[config.mk]
export PLATFORM = sky130hd
export DESIGN_NAME = rca_serial_add_ctrl
export DESIGN_NICKNAME = d
export VERILOG_FILES = /design/src/rtl/rca_serial_add_ctrl_pkg.sv /design/src/rtl/RCA_8Bit.sv /design/src/rtl/rca_serial_add_ctrl.sv
export SDC_FILE = /design/constraint.sdc
export NUM_CORES = 1
export LEC_CHECK = 0
export CORE_ASPECT_RATIO = 0.5
export CORE_MARGIN = 2
export CORE_UTILIZATION = 45
export DETAILED_ROUTE_END_ITERATION = 16
export PLACE_DENSITY = 0.78
export SKIP_LAST_GASP = 1
export SLEW_MARGIN = 20
export SYNTH_ARGS = -nofsm -noshare
export SYNTH_HDL_FRONTEND = slang
export SYNTH_SLANG_ARGS = --single-unit
[constraint.sdc]
create_clock -name clk -period 6.5 [get_ports clk]
set_clock_uncertainty 0.15 [all_clocks]
set_input_delay 1.95 -clock clk [delete_from_list [all_inputs] [get_ports clk]]
set_output_delay 1.95 -clock clk [all_outputs]
set_load 0.03 [all_outputs]
[src/rtl/rca_serial_add_ctrl_pkg.sv]
// rtl/rca_serial_add_ctrl_pkg.sv - shared byte width and FSM encodings for the serial adder sequencer
package rca_serial_add_ctrl_pkg;

    localparam int BYTE_W = 8;

    // Encoding 2'd3 is unused; the FSM treats it as a recovery path back to idle.
    typedef enum logic [1:0] {
        S_IDLE = 2'd0,
        S_ADD  = 2'd1,
        S_DONE = 2'd2
    } state_t;

endpackage

[src/rtl/RCA_8Bit.sv]
// rtl/RCA_8Bit.sv - 8-bit ripple-carry adder datapath shared by the serial sequencer
module RCA_8Bit (
    input  logic [7:0] a,
    input  logic [7:0] b,
    input  logic       cin,
    output logic [7:0] s,
    output logic       c
);

    logic [8:0] carry;

    assign carry[0] = cin;

    for (genvar i = 0; i < 8; i++) begin : g_fa
        assign s[i]       = a[i] ^ b[i] ^ carry[i];
        assign carry[i+1] = (a[i] & b[i]) | (carry[i] & (a[i] ^ b[i]));
    end

    assign c = carry[8];

endmodule

[src/rtl/rca_serial_add_ctrl.sv]
// rtl/rca_serial_add_ctrl.sv - wide adder built by walking bytes LSB-first through one RCA_8Bit
module rca_serial_add_ctrl
    import rca_serial_add_ctrl_pkg::*;
#(
    parameter int NBYTES = 4
) (
    input  logic                  clk,
    input  logic                  rst,
    input  logic                  start,
    input  logic [8*NBYTES-1:0]   a,
    input  logic [8*NBYTES-1:0]   b,
    input  logic                  cin,
    output logic                  busy,
    output logic                  done,
    output logic [8*NBYTES-1:0]   sum,
    output logic                  cout,
    output logic                  ovf
);

    localparam int W     = BYTE_W * NBYTES;
    localparam int IDX_W = (NBYTES > 1) ? $clog2(NBYTES) : 1;
    localparam logic [IDX_W-1:0] LAST_IDX = IDX_W'(NBYTES - 1);

    state_t             state;
    state_t             state_nxt;
    logic [IDX_W-1:0]   idx;
    logic [W-1:0]       a_r;
    logic [W-1:0]       b_r;
    logic [W-1:0]       sum_r;
    logic               carry_r;
    logic               cout_r;
    logic               ovf_r;
    logic [BYTE_W-1:0]  byte_a;
    logic [BYTE_W-1:0]  byte_b;
    logic [BYTE_W-1:0]  byte_s;
    logic               byte_c;
    logic               accept;
    logic               last;

    assign byte_a = a_r[idx*BYTE_W +: BYTE_W];
    assign byte_b = b_r[idx*BYTE_W +: BYTE_W];
    assign last   = (idx == LAST_IDX);
    // A new request may land in DONE as well as IDLE so back-to-back ops need no bubble.
    assign accept = start && ((state == S_IDLE) || (state == S_DONE));

    RCA_8Bit u_rca (
        .a   (byte_a),
        .b   (byte_b),
        .cin (carry_r),
        .s   (byte_s),
        .c   (byte_c)
    );

    always_ff @(posedge clk) begin
        if (rst) begin
            state <= S_IDLE;
        end else begin
            state <= state_nxt;
        end
    end

    always_comb begin
        state_nxt = state;
        case (state)
            S_IDLE:  if (start) state_nxt = S_ADD;
            S_ADD:   if (last)  state_nxt = S_DONE;
            S_DONE:  state_nxt = start ? S_ADD : S_IDLE;
            default: state_nxt = S_IDLE;
        endcase
    end

    always_ff @(posedge clk) begin
        if (rst) begin
            idx     <= '0;
            a_r     <= '0;
            b_r     <= '0;
            sum_r   <= '0;
            carry_r <= 1'b0;
            cout_r  <= 1'b0;
            ovf_r   <= 1'b0;
        end else if (accept) begin
            a_r     <= a;
            b_r     <= b;
            carry_r <= cin;
            idx     <= '0;
        end else if (state == S_ADD) begin
            sum_r[idx*BYTE_W +: BYTE_W] <= byte_s;
            carry_r <= byte_c;
            if (last) begin
                idx    <= '0;
                cout_r <= byte_c;
                // Overflow uses the freshly computed MSB byte, not the stale sum_r value.
                ovf_r  <= (a_r[W-1] == b_r[W-1]) && (byte_s[BYTE_W-1] != a_r[W-1]);
            end else begin
                idx <= idx + 1'b1;
            end
        end
    end

    assign busy = (state == S_ADD);
    assign done = (state == S_DONE);
    assign sum  = sum_r;
    assign cout = cout_r;
    assign ovf  = ovf_r;

endmodule
After elaboration in Yosys (flattened, before gate mapping)
Cells that the tools add are included.

word-level totals
  bits in registers = 103
  bits of input ports = 68
  output and inout port bits = 36
  logic and storage cells = 79

operators by class
  add/sub/neg operators = 2
  equal/unequal tests = 7
  shifts and indexed selects = 4
  mux-type cells = 8
  bitwise gates (word level) = 41
  reductions and logical operators = 9

operator list
  operator                                                                 number
  32-bit by 6-bit variable part select with 8-bit output                   2
  5-bit negator with 34-bit output                                         1
  8-bit by 34-bit variable shift with 32-bit output, first input constant  1
  8-bit by 34-bit variable part select with 32-bit output                  1
  32-bit bitwise mux                                                       1
  1-bit AND                                                                16
  1-bit bitwise XOR                                                        16
  1-bit OR                                                                 8
  2-bit two-way mux                                                        3
  2-bit case mux with 3 select lines                                       1
  2-bit equality test, second input constant                               2
  2-bit AND reduction                                                      2
  1-bit two-way mux                                                        3
  3-bit AND reduction                                                      1
  2-bit by 1-bit adder with 2-bit output, second input constant            1
  2-bit by 1-bit equality test with 1-bit output, second input constant    1
  1-bit logical AND                                                        2
  2-bit logical NOT                                                        1
  2-bit by 1-bit inequality test with 1-bit output, second input constant  1
  2-bit inequality test, second input constant                             1
  2-bit nonzero test                                                       1
  2-bit OR reduction                                                       1
  1-bit equality test                                                      1
  1-bit logical OR                                                         1
  2 further kinds                                                          2

Depth between registers and ports, before layout
  word-level depth = 20
  depth in mapped cells = 15
  mapped depth without buffers = 13

Cells and area by module
From an unflattened synthesis, not the netlist that was laid out.

second synthesis, totals
  cell total of the unflattened synthesis = 446
  area total of the unflattened synthesis = 4241.6 sq um

by module, submodules not included
  module               times used  cells an instance  area each (sq um)  sequential area each (sq um)
  rca_serial_add_ctrl  1           428                4043.9             2062.0
  RCA_8Bit             1           18                 197.7              0.0

Worst setup path before layout
OpenSTA, ideal clock, no wires.

  kind = register -> register
  start = reg idx[0]
  end = reg sum_r[7], in the netlist sum[7]
  library setup time = 117 ps
  arrival time = 4419 ps
  data required time = 6233 ps
  slack = 1815 ps
  cell stages (with the launch flop) = 16
  path buffers = 2
  clock period less this slack = 4685 ps
  cell sequence = dfxtp_1 -> clkbuf_2 -> buf_6 -> mux4_2 -> inv_1 -> fa_1 -> fa_1 -> inv_1 -> fa_1 -> fa_1 -> fa_1 -> fa_1 -> fa_1 -> fa_1 -> nor2b_1 -> a22o_1

on the way
  word-level cells in the longest chain between the ends = 19
  elaborated cells between the ends (all ways) = 43
  those cells by class = add/sub (1); shift (4); mux (1); bitwise (37)

RTL lines
  element                                                                    RTL line                                              RTL
  start, declared                                                            rca_serial_add_ctrl.sv:26                             logic [IDX_W-1:0] idx;
  start signal, assigned                                                     rca_serial_add_ctrl.sv:95                             idx <= idx + 1'b1;
  32-bit by 6-bit variable part select with 8-bit output (on tied branches)  rca_serial_add_ctrl.sv:40, rca_serial_add_ctrl.sv:41
  1-bit bitwise XOR                                                          RCA_8Bit.sv:15, RCA_8Bit.sv:16
  1-bit AND                                                                  RCA_8Bit.sv:16                                        assign carry[i+1] = (a[i] & b[i]) | (carry[i] & (a[i] ^ b[i]));
  1-bit OR                                                                   RCA_8Bit.sv:16
  1-bit AND                                                                  RCA_8Bit.sv:16
  1-bit OR                                                                   RCA_8Bit.sv:16
  1-bit AND                                                                  RCA_8Bit.sv:16
  1-bit OR                                                                   RCA_8Bit.sv:16
  [... 3 more ...]                                                           --
  1-bit OR                                                                   RCA_8Bit.sv:16
  1-bit AND                                                                  RCA_8Bit.sv:16
  1-bit OR                                                                   RCA_8Bit.sv:16
  1-bit AND                                                                  RCA_8Bit.sv:16
  1-bit OR                                                                   RCA_8Bit.sv:16
  1-bit bitwise XOR                                                          RCA_8Bit.sv:15                                        assign s[i] = a[i] ^ b[i] ^ carry[i];
  8-bit by 34-bit variable part select with 32-bit output                    rca_serial_add_ctrl.sv:87                             sum_r[idx*BYTE_W +: BYTE_W] <= byte_s;
  32-bit bitwise mux *                                                       rca_serial_add_ctrl.sv:87
  end signal, assigned by index                                              rca_serial_add_ctrl.sv:87
  end, declared                                                              rca_serial_add_ctrl.sv:29                             logic [W-1:0] sum_r;

Every way passes the cells marked *; elsewhere a longest branch is shown, timed or not.
A chain may end at the register's enable or synchronous reset.

Worst setup path in the final report
  start = reg idx[0]
  end = reg sum_r[31], in the netlist sum[31]

Same word-level chain as after synthesis.

==> summary.txt <==
outcome: completed
Synth Register Bits: 103
area of the multi-input gates: 2010 um2
mux contribution to synthesized area: 8.76%
RSZ-0062 raised after global routing: false
Clock Pin Slew Worst Setup and Hold Paths: 0.06 ns
Max Slew Vio Count: 0
Core ar.: 8920 um2
Tmin final: 5.22 ns
initial core utilization: 47.4%
H-tree levels: 3
PortBufs: 103
clk_lat worst skew: 0.35 ns
clk sinks: 103
CTS Buf Count: 9
number of antenna-violating nets in the routed design: 0
Hold Path Class: flop to flop
largest family of logic cells by synthesized area: simple AND/OR/NAND/NOR gates
f_max: 0.192 GHz
syn nets: 521
overall routing resource usage: 20.7%
hold_buf cts: 0
asr flop ratio synth: 0%
TritonCTS clock tree: done
CP Max Fanout: 14
DP HPWL: 7.27 mm
Residual DRC: 0
Synth Area in Simple Gates: 16.8%
Hold Fails Final Rpt: 0
Total Routed Length: 10.1 mm
total global routing overflow: 0
register area: 2060 um2
routed via count: 3,433
XOR/XNOR Fraction of Synth Area: 0%
DR vias/cell: 5.27
Setup TNS Final: 0 ns
Max Root-Sink Buffers: 2
total power draw: 1.39 mW
Initial DRC Count: 248
Setup Buffers After CTS: 0
GPL Wtd Cong: 0.774
Worst Max-Slew Pin Slew: 0.724 ns
drt first pass iters: 4
first-pass GRT wire length: 16.5 mm
Synth Area per Inst: 9.63 um2
chip width: 141 um
Synth Flop Type: dfxtp_1
synth unique cells: 32
Adder-Cell Fraction of Synth Area: 5.57%
Die Y-Extent: 72.5 um
Crit Path Class: flop to flop
number of synthesized flops with an enable pin: 0
post-CTS sizing: 0
vias in the first global route: 3,393
Layout Nets: 612
post-synthesis instance area: 4230 um2
# fillers: 745
Top Ports: 104
YS warnings: 0
ant diodes: 0
Critical Path AT: 5.35 ns
initial antenna violation count: 0
Cell Rows: 24
Compound-Gate Fraction of Synth Area: 16.1%
share of cells above drive strength 1: 8.97%
Area Overhead vs Synth: 32.6%
max_cap viols: 0
largest net degree at the start of global routing: 68
# setup viols final: 0
final period utilization: 80.3%
Cells after Synth: 439
DIE AREA: 10,200 um2
Root Buffer: clkbuf_16
Min Hold Slack: 0.303 ns
Critical Path RT: 6.63 ns
WL per Instance: 15.5 um
CP endpoint kind: flop
sequential element share of the synthesized area: 48.8%
VDD IR max: 0.000134 V
Setup crit start kind: flop
pwr/cell area: 248 nW/um2
P_leak: 2.06 nW
Max-slew headroom: 51.7%
## report_power, final
| group | switching [mW] | internal (mW) |
|---|---|---|
| Sequential | 0.0191 | 0.660 |
| Clock | 0.221 | 0.309 |
| Combinational | 0.0942 | 0.0888 |
| Total | 0.334 | 1.06 |
## sequential cells by signal, indices dropped and copies added (netlist names)
name and flops:
state 2, sum 32, a_r 32, cout 1
ovf 1, b_r 32, idx 2, carry_r 1
## Yosys cell counts (4+ instances only)
master	count	area (um2)
a22o_1	32	280
ha_1	6	75.1
mux4_2	16	360
inv_1	8	30.0
buf_2	10	50.1
fa_1	8	160
nor2b_1	8	50.1
nor2_1	6	22.5
nand2_1	135	507
clkbuf_1	13	48.8
dfxtp_1	103	2060
a21oi_1	67	335
a21oi_2	4	35.0
## worst max-delay path, cell delays in order, from the launching register on
cell and delay, ns:
dfxtp_1 0.71, buf_4 0.39, mux4_2 0.53, inv_1 0.09
fa_1 0.17, inv_1 0.06, fa_1 0.39, fa_1 0.40
fa_1 0.39, fa_1 0.43, fa_1 0.41, fa_1 0.54
nor2b_1 0.28, a22o_1 0.21
## cells by family after synthesis
| logic type | Yosys count |
|---|---|
| AND/OR/NAND/NOR | 161 |
| AO/OA/AOI/OAI | 107 |
| flip-flops | 103 |
| buffers and inverters | 37 |
| multiplexers | 17 |
| adder cells (fa/ha/maj) | 14 |
## final timing paths
path,startpoint,to,slack [ns],cells past startpoint
worst min-delay path,b_r[5],b_r[5],0.30,2
worst max register to register,idx[0],sum[31],1.28,13
worst max-delay path,idx[0],sum[31],1.28,13
worst min register to register,b_r[5],b_r[5],0.30,2
## cells in the final DEF, fill, tap and decap left out, types with 2 or more instances in the layout
cell / count
nand2_1: 135
dfxtp_1: 103
clkdlybuf4s50_1: 102
a21oi_1: 67
a22o_1: 32
mux4_2: 16
clkbuf_16: 9
inv_1: 8
fa_1: 8
nor2b_1: 7
nor2_1: 6
ha_1: 6
buf_4: 5
a21oi_2: 4
clkbuf_1: 3
nand2b_2: 2
nor4_4: 2
a211oi_1: 2
nand3b_1: 2
## cell type report
cell class	instances	area share, %
clock buffers	13	4.46
clock inverters	3	0.759
inverters	9	0.603
multi-input cells	299	35.8
flip-flops and latches	103	36.8
well taps	117	2.61
repair buffers	108	19.0
## per-stage QoR
step           worst slack (ns)  cell area, um2  util, %  instances
5_1_grt                   0.989            5610     62.9        652
3_3_place_gp               1.45            5310     59.6        636
4_1_cts                    1.26            5610     62.9        652
2_1_floorplan              1.81            4230        -        439
6_report                   1.28            5610     62.9        652
3_5_place_dp               1.35            5310     59.6        636
## metal layers
metal / part of all wire, % / vias to the layer above / track usage [%]
met3: 6.1 / 10 / 6.34
met4: 1.0 / 0 / 5.44
met5: 0 / - / 0
met2: 45 / 102 / 31.7
met1: 48 / 1629 / 28.9
li1: - / 1692 / -
Note: power is estimated with default switching activity, not from simulation.
